`src/rtl/recv_m2.sv`:
```
// Manchester-II frame receiver: synchronizes the bzi/boi pair, hunts for the
// 000111 sync head, decodes 16 data bits plus odd parity and posts status flags.
module recv_m2 #(
  parameter int unsigned HB_CLKS = 8
) (
  input  logic        clock_system,
  input  logic        reset_low,
  input  logic        m2_bzi,
  input  logic        m2_boi,
  input  logic        rd_low,
  input  logic        ma_en,
  output logic [15:0] rx_data,
  output logic        rx_valid,
  output logic        rx_ready,
  output logic        rx_err,
  output logic [3:0]  err_flags,
  output logic        rx_overrun
);

  localparam int unsigned CNT_W = $clog2(HB_CLKS);
  localparam int unsigned K_W   = 6;
  localparam int unsigned N_HB  = 40;

  typedef enum logic [1:0] {S_IDLE_WAIT, S_ARM, S_SAMPLE, S_EVAL} state_t;

  state_t             r_state;
  state_t             w_next;
  logic               r_bz_s1, r_bz, r_bo_s1, r_bo;
  logic [CNT_W-1:0]   r_cnt, w_cnt_nxt;
  logic [K_W-1:0]     r_k, w_k_nxt;
  logic [N_HB-1:0]    r_samp;
  logic               r_diff;
  logic               w_take, w_eval, w_start;
  logic [15:0]        w_data;
  logic               w_manch, w_sync, w_par, w_good, w_rd;

  // Two-flop synchronizers; reset low so idle must be genuinely observed
  always_ff @(posedge clock_system or negedge reset_low) begin
    if (!reset_low) begin
      r_bz_s1 <= 1'b0;
      r_bz    <= 1'b0;
      r_bo_s1 <= 1'b0;
      r_bo    <= 1'b0;
    end else begin
      r_bz_s1 <= m2_bzi;
      r_bz    <= r_bz_s1;
      r_bo_s1 <= m2_boi;
      r_bo    <= r_bo_s1;
    end
  end

  always_ff @(posedge clock_system or negedge reset_low) begin
    if (!reset_low) r_state <= S_IDLE_WAIT;
    else            r_state <= w_next;
  end

  // Next state; r_cnt counts idle clocks in IDLE_WAIT and the phase in SAMPLE
  always_comb begin
    w_next    = r_state;
    w_cnt_nxt = r_cnt;
    w_k_nxt   = r_k;
    w_take    = 1'b0;
    w_eval    = 1'b0;
    w_start   = 1'b0;
    case (r_state)
      S_IDLE_WAIT: begin
        if (r_bz && r_bo) begin
          if (r_cnt == CNT_W'(HB_CLKS - 1)) begin
            w_next    = S_ARM;
            w_cnt_nxt = '0;
          end else begin
            w_cnt_nxt = r_cnt + CNT_W'(1);
          end
        end else begin
          w_cnt_nxt = '0;
        end
      end
      S_ARM: begin
        if (!r_bz && r_bo) begin
          w_next    = S_SAMPLE;
          w_start   = 1'b1;
          w_cnt_nxt = CNT_W'(HB_CLKS / 2 - 1);
          w_k_nxt   = '0;
        end
      end
      S_SAMPLE: begin
        if (r_cnt == '0) begin
          w_cnt_nxt = CNT_W'(HB_CLKS - 1);
          w_k_nxt   = r_k + K_W'(1);
          if ((r_k == '0) && r_bz) begin
            w_next    = S_IDLE_WAIT;
            w_cnt_nxt = '0;
          end else begin
            w_take = 1'b1;
            if (r_k == K_W'(N_HB - 1)) w_next = S_EVAL;
          end
        end else begin
          w_cnt_nxt = r_cnt - CNT_W'(1);
        end
      end
      S_EVAL: begin
        w_eval    = 1'b1;
        w_next    = S_IDLE_WAIT;
        w_cnt_nxt = '0;
      end
      default: w_next = S_IDLE_WAIT;
    endcase
  end

  // Frame evaluation: sample 0 sits at bit 39, the first half of each pair carries the bit
  always_comb begin
    w_data  = '0;
    w_manch = (r_samp[1] == r_samp[0]);
    for (int p = 0; p < 16; p++) begin
      w_data[15-p] = r_samp[33-2*p];
      w_manch      = w_manch | (r_samp[33-2*p] == r_samp[32-2*p]);
    end
    w_sync = (r_samp[39:34] != 6'b000111);
    w_par  = ~(^{w_data, r_samp[1]});
    w_good = !(r_diff || w_sync || w_manch || w_par);
    w_rd   = !rd_low && ma_en;
  end

  always_ff @(posedge clock_system or negedge reset_low) begin
    if (!reset_low) begin
      r_cnt      <= '0;
      r_k        <= '0;
      r_samp     <= '0;
      r_diff     <= 1'b0;
      rx_data    <= '0;
      rx_valid   <= 1'b0;
      rx_ready   <= 1'b0;
      rx_err     <= 1'b0;
      err_flags  <= '0;
      rx_overrun <= 1'b0;
    end else begin
      r_cnt    <= w_cnt_nxt;
      r_k      <= w_k_nxt;
      rx_valid <= 1'b0;
      rx_err   <= 1'b0;
      if (w_start)                    r_diff <= 1'b0;
      else if (w_take && (r_bz == r_bo)) r_diff <= 1'b1;
      if (w_take) r_samp <= {r_samp[N_HB-2:0], r_bz};
      if (w_eval && w_good) begin
        rx_data   <= w_data;
        rx_valid  <= 1'b1;
        err_flags <= '0;
      end else if (w_eval) begin
        rx_err    <= 1'b1;
        err_flags <= {r_diff, w_sync, w_manch, w_par};
      end
      // A good-frame set wins over a coincident read
      if (w_eval && w_good) rx_ready <= 1'b1;
      else if (w_rd)        rx_ready <= 1'b0;
      if (w_eval && w_good && rx_ready) rx_overrun <= 1'b1;
      else if (w_rd)                    rx_overrun <= 1'b0;
    end
  end

endmodule

```
`config.mk`:
```
export PLATFORM = sky130hd
export DESIGN_NAME = recv_m2
export DESIGN_NICKNAME = d
export VERILOG_FILES = /design/src/rtl/recv_m2.sv
export SDC_FILE = /design/constraint.sdc
export NUM_CORES = 1
export LEC_CHECK = 0
export ABC_CLOCK_PERIOD_IN_PS = 2600
export CORE_MARGIN = 2
export CORE_UTILIZATION = 40
export DETAILED_ROUTE_END_ITERATION = 8
export DONT_BUFFER_PORTS = 1
export GPL_TIMING_DRIVEN = 0
export PLACE_DENSITY_LB_ADDON = 0.2
export SLEW_MARGIN = 20
export SYNTH_ARGS = -nofsm -noshare
export SYNTH_HDL_FRONTEND = slang
export SYNTH_SLANG_ARGS = --single-unit
```
`constraint.sdc`:
```
create_clock -name clock_system -period 2.6 [get_ports clock_system]
set_input_delay 0.39 -clock clock_system [delete_from_list [all_inputs] [get_ports clock_system]]
set_output_delay 0.39 -clock clock_system [all_outputs]
set_load 0.02 [all_outputs]
```
==> impl_metrics.env <==
export IMPL_num_vias=1958
export IMPL_syn_area_um2=3585
export IMPL_grt_max_degree=81
export IMPL_critical_path_top_delay_family="XOR/XNOR gates"
export IMPL_worstSkewPairLatency_ps=340
export IMPL_synth_nets=281
export IMPL_period_share_pct=94.41
export IMPL_fmax_mhz=407.4
export IMPL_drive_gt1_share_pct=32.06
export IMPL_cts_root_buf="clkbuf_8"
export IMPL_critPathMaxStageDelay_ps=470
export IMPL_grt_pass1_wl_mm=10.49
export IMPL_routed_wl_mm=6.089
export IMPL_synthFlopType="dfrtp_1"
export IMPL_post_route_drc_count=0
export IMPL_grt_pass1_vias=2092
export IMPL_power_w=0.002851
export IMPL_cts_tree="yes"
export IMPL_fin_hold_ws_ps=80.46
export IMPL_post_route_min_period_ps=2455
export IMPL_fin_nets=296
export IMPL_synth_area_leader_cell="dfrtp_1"
export IMPL_core_area_um2=8721
export IMPL_irDropWorstVdd_v=0.0002818
export IMPL_grt_overflow=0
export IMPL_crit_required_ps=2820
export IMPL_port_buffers=0
export IMPL_n_antenna_cell=0
export IMPL_grt_util_all_layers_pct=13.60
export IMPL_powerDensity_nw_per_um2=716.7
export IMPL_h_tree_depth=3
export IMPL_nFillCells=782
export IMPL_die_width_um=98.67
export IMPL_leakagePower_nw=1.969
export IMPL_critical_path_arrival_ps=2680
export IMPL_synth_warnings=0
export IMPL_area_growth_syn_to_layout_pct=10.99
export IMPL_dp_hpwl_mm=4.073
export IMPL_cts_sinks=80
export IMPL_synth_common_cells="dfrtp_1 (80), mux2_2 (61), xnor2_1 (17), xor2_1 (17), nor2_1 (14)"
export IMPL_rows=34
export IMPL_tightest_slew_ps=441.6
export IMPL_wl_per_cell_um=15.42
export IMPL_ys_async_sr_fraction_pct=100.0
export IMPL_synth_top_area_share_pct=55.85
export IMPL_cap_violations=0
export IMPL_start_util_pct=41.10
export IMPL_slew_headroom_pct=70.45
export IMPL_die_area_um2=9735
export IMPL_viasPerCell=4.957
export IMPL_status="completed"
export IMPL_whs_path_depth=0
export IMPL_synth_distinct_cells=33
export IMPL_r2r_start="r_samp[7]$_DFFE_PN0P_"
export IMPL_top_level_ports=30
export IMPL_ant_nets=0
export IMPL_placed_cells=375
export IMPL_cp_max_fo=10
export IMPL_fin_cells=395
export IMPL_multi_input_area_um2=1525
export IMPL_min_to="r_bz_s1$_DFF_PN0_"
export IMPL_worstRegToRegCells=8
export IMPL_crit_type="reg2reg"
export IMPL_endpoint_kind="flop"
export IMPL_cp_num_buf_inv=2
export IMPL_setup_viol=0
export IMPL_postSynthRegisterBits=80
export IMPL_cp_cell_sequence="xor2_1, xnor2_1, xnor3_2, xnor2_2, nor4_4, buf_4, buf_6, mux2_2"
export IMPL_yosys_top_cells_area="dfrtp_1 (56%), mux2_2 (19%), xnor2_1 (4.2%), xor2_1 (4.2%), ha_1 (2.8%)"
export IMPL_drt_iter0_markers=75
export IMPL_yosysSeqAreaShare_pct=55.85
export IMPL_reg2reg_to="rx_data[9]$_DFFE_PN0P_"
export IMPL_hp_start="m2_bzi"
export IMPL_synth_most_common_cell="dfrtp_1"
export IMPL_syn_area_per_cell_um2=13.43
export IMPL_slew_viol_final=0
export IMPL_drt_first_pass_iters=4
export IMPL_fin_skew_ps=6.316
export IMPL_startpoint_type="flop"
export IMPL_numCtsBuffers=9
export IMPL_hold_violations=0
export IMPL_synth_edf_count=0
export IMPL_antenna_found_initial=0
export IMPL_post_place_ws_ps=-369.5
export IMPL_hp_class="in2reg"
export IMPL_syn_inst=267
export IMPL_crit_slowest_cell="xnor3_2"
export IMPL_grt_setup_unrepaired="false"
export IMPL_reg2reg_setup_slack_ps=150
export IMPL_clkTransAtPathRegs_ps=80
export IMPL_fin_ws_ps=145.2
export IMPL_place_gp_congestion=0.7551
export IMPL_regArea_um2=2002
export IMPL_ctsLongestPathBuffers=2
export IMPL_die_h_um=98.67
-- layout make-up --
cell class              count  area share, %
plain buffers               8          1.069
multi-input cells         173          38.33
flip-flops and latches     80          50.31
inverters                   5         0.4717
clock buffers              11          3.553
repair buffers              5          1.509
well taps                 108          3.396
clock inverters             5          1.352
-- how the worst max path moves through the flow --
| stage | endpoint | cells after the start | slack (ps) | start |
|---|---|---|---|---|
| after floorplan | rx_data[10]$_DFFE_PN0P_ | 7 | 90 | r_samp[7]$_DFFE_PN0P_ |
| after global placement | rx_data[4]$_DFFE_PN0P_ | 7 | -300 | r_samp[5]$_DFFE_PN0P_ |
| after detailed placement | rx_data[7]$_DFFE_PN0P_ | 7 | -370 | r_samp[7]$_DFFE_PN0P_ |
| after CTS | rx_data[15]$_DFFE_PN0P_ | 8 | 100 | r_samp[7]$_DFFE_PN0P_ |
| after global routing | rx_data[9]$_DFFE_PN0P_ | 8 | 20 | r_samp[19]$_DFFE_PN0P_ |
| final | rx_data[9]$_DFFE_PN0P_ | 8 | 150 | r_samp[7]$_DFFE_PN0P_ |
-- cell usage in the layout, fill, tap and decap left out, types with 2 or more instances in the layout --
master / count
nand3b_1: 2
o21ai_0: 5
nor2_1: 14
nand3_1: 4
a21oi_1: 5
dfrtp_1: 80
xor2_1: 17
inv_1: 5
buf_4: 3
ha_1: 8
nor2b_1: 2
clkbuf_2: 4
xnor2_1: 17
clkinv_2: 3
nand2_1: 4
nor3_1: 8
nor3b_1: 2
o31a_1: 2
clkbuf_1: 4
clkbuf_8: 10
nand2b_1: 2
nand4_1: 6
mux2_2: 61
-- logic make-up after synthesis --
family	Yosys count	synth area share, %
AOI/OAI and AO/OA	17	3.176
xor gates and xnor gates	36	9.424
and+or+nand+nor	51	7.923
muxes	61	19.16
DFF	80	55.85
buffers and inverters	14	1.675
adders and majority gates	8	2.792
-- report_power, final --
part	switching (W)	internal, W	leakage (nW)
combinational	0.000275	0.000225	0.770
clock	0.000432	0.000469	0.103
sequential	0.000112	0.00134	1.09
total	0.000820	0.00203	1.97
-- worst reg2reg max path, cell delays in order (launching register included) --
cell     delay, ps
dfrtp_1        440
xor2_1         190
xnor2_1        150
xnor3_2        470
xnor2_2        200
nor4_4         220
buf_4          180
buf_6          160
mux2_2         340
-- per-layer routing --
metal  GRT usage (%)  vias up  wire length, um
li1                -      960                -
met1           19.51      969             3055
met2           20.20       21             2770
met3           2.837        8              176
met4           5.690        0               87
met5               0        -                0
-- through the flow --
step | util (%) | cell area (um^2) | setup TNS (ps)
6_report | 45.62 | 3979 | 0
5_1_grt | 45.62 | 3979 | 0
4_1_cts | 45.60 | 3976 | 0
3_5_place_dp | 42.65 | 3720 | -10200
3_3_place_gp | 42.65 | 3720 | -9027
2_1_floorplan | - | 3585 | 0
-- what timing repair did --
action	CTS	global route
endpoints found under the setup margin	55	37
pin swaps	1	0
setup buffers	3	0
resized for setup	4	1
hold buffers	2	0
endpoints found under the hold margin	80	0
-- flip-flops by register name, summed over array words and instances (netlist names) --
register	count
rx_err	1
rx_valid	1
rx_ready	1
r_state	2
r_bz	1
err_flags	4
r_bo_s1	1
rx_overrun	1
rx_data	16
r_diff	1
r_bo	1
r_bz_s1	1
r_samp	40
r_k	6
r_cnt	3
Note: power is estimated with default switching activity, not from simulation.
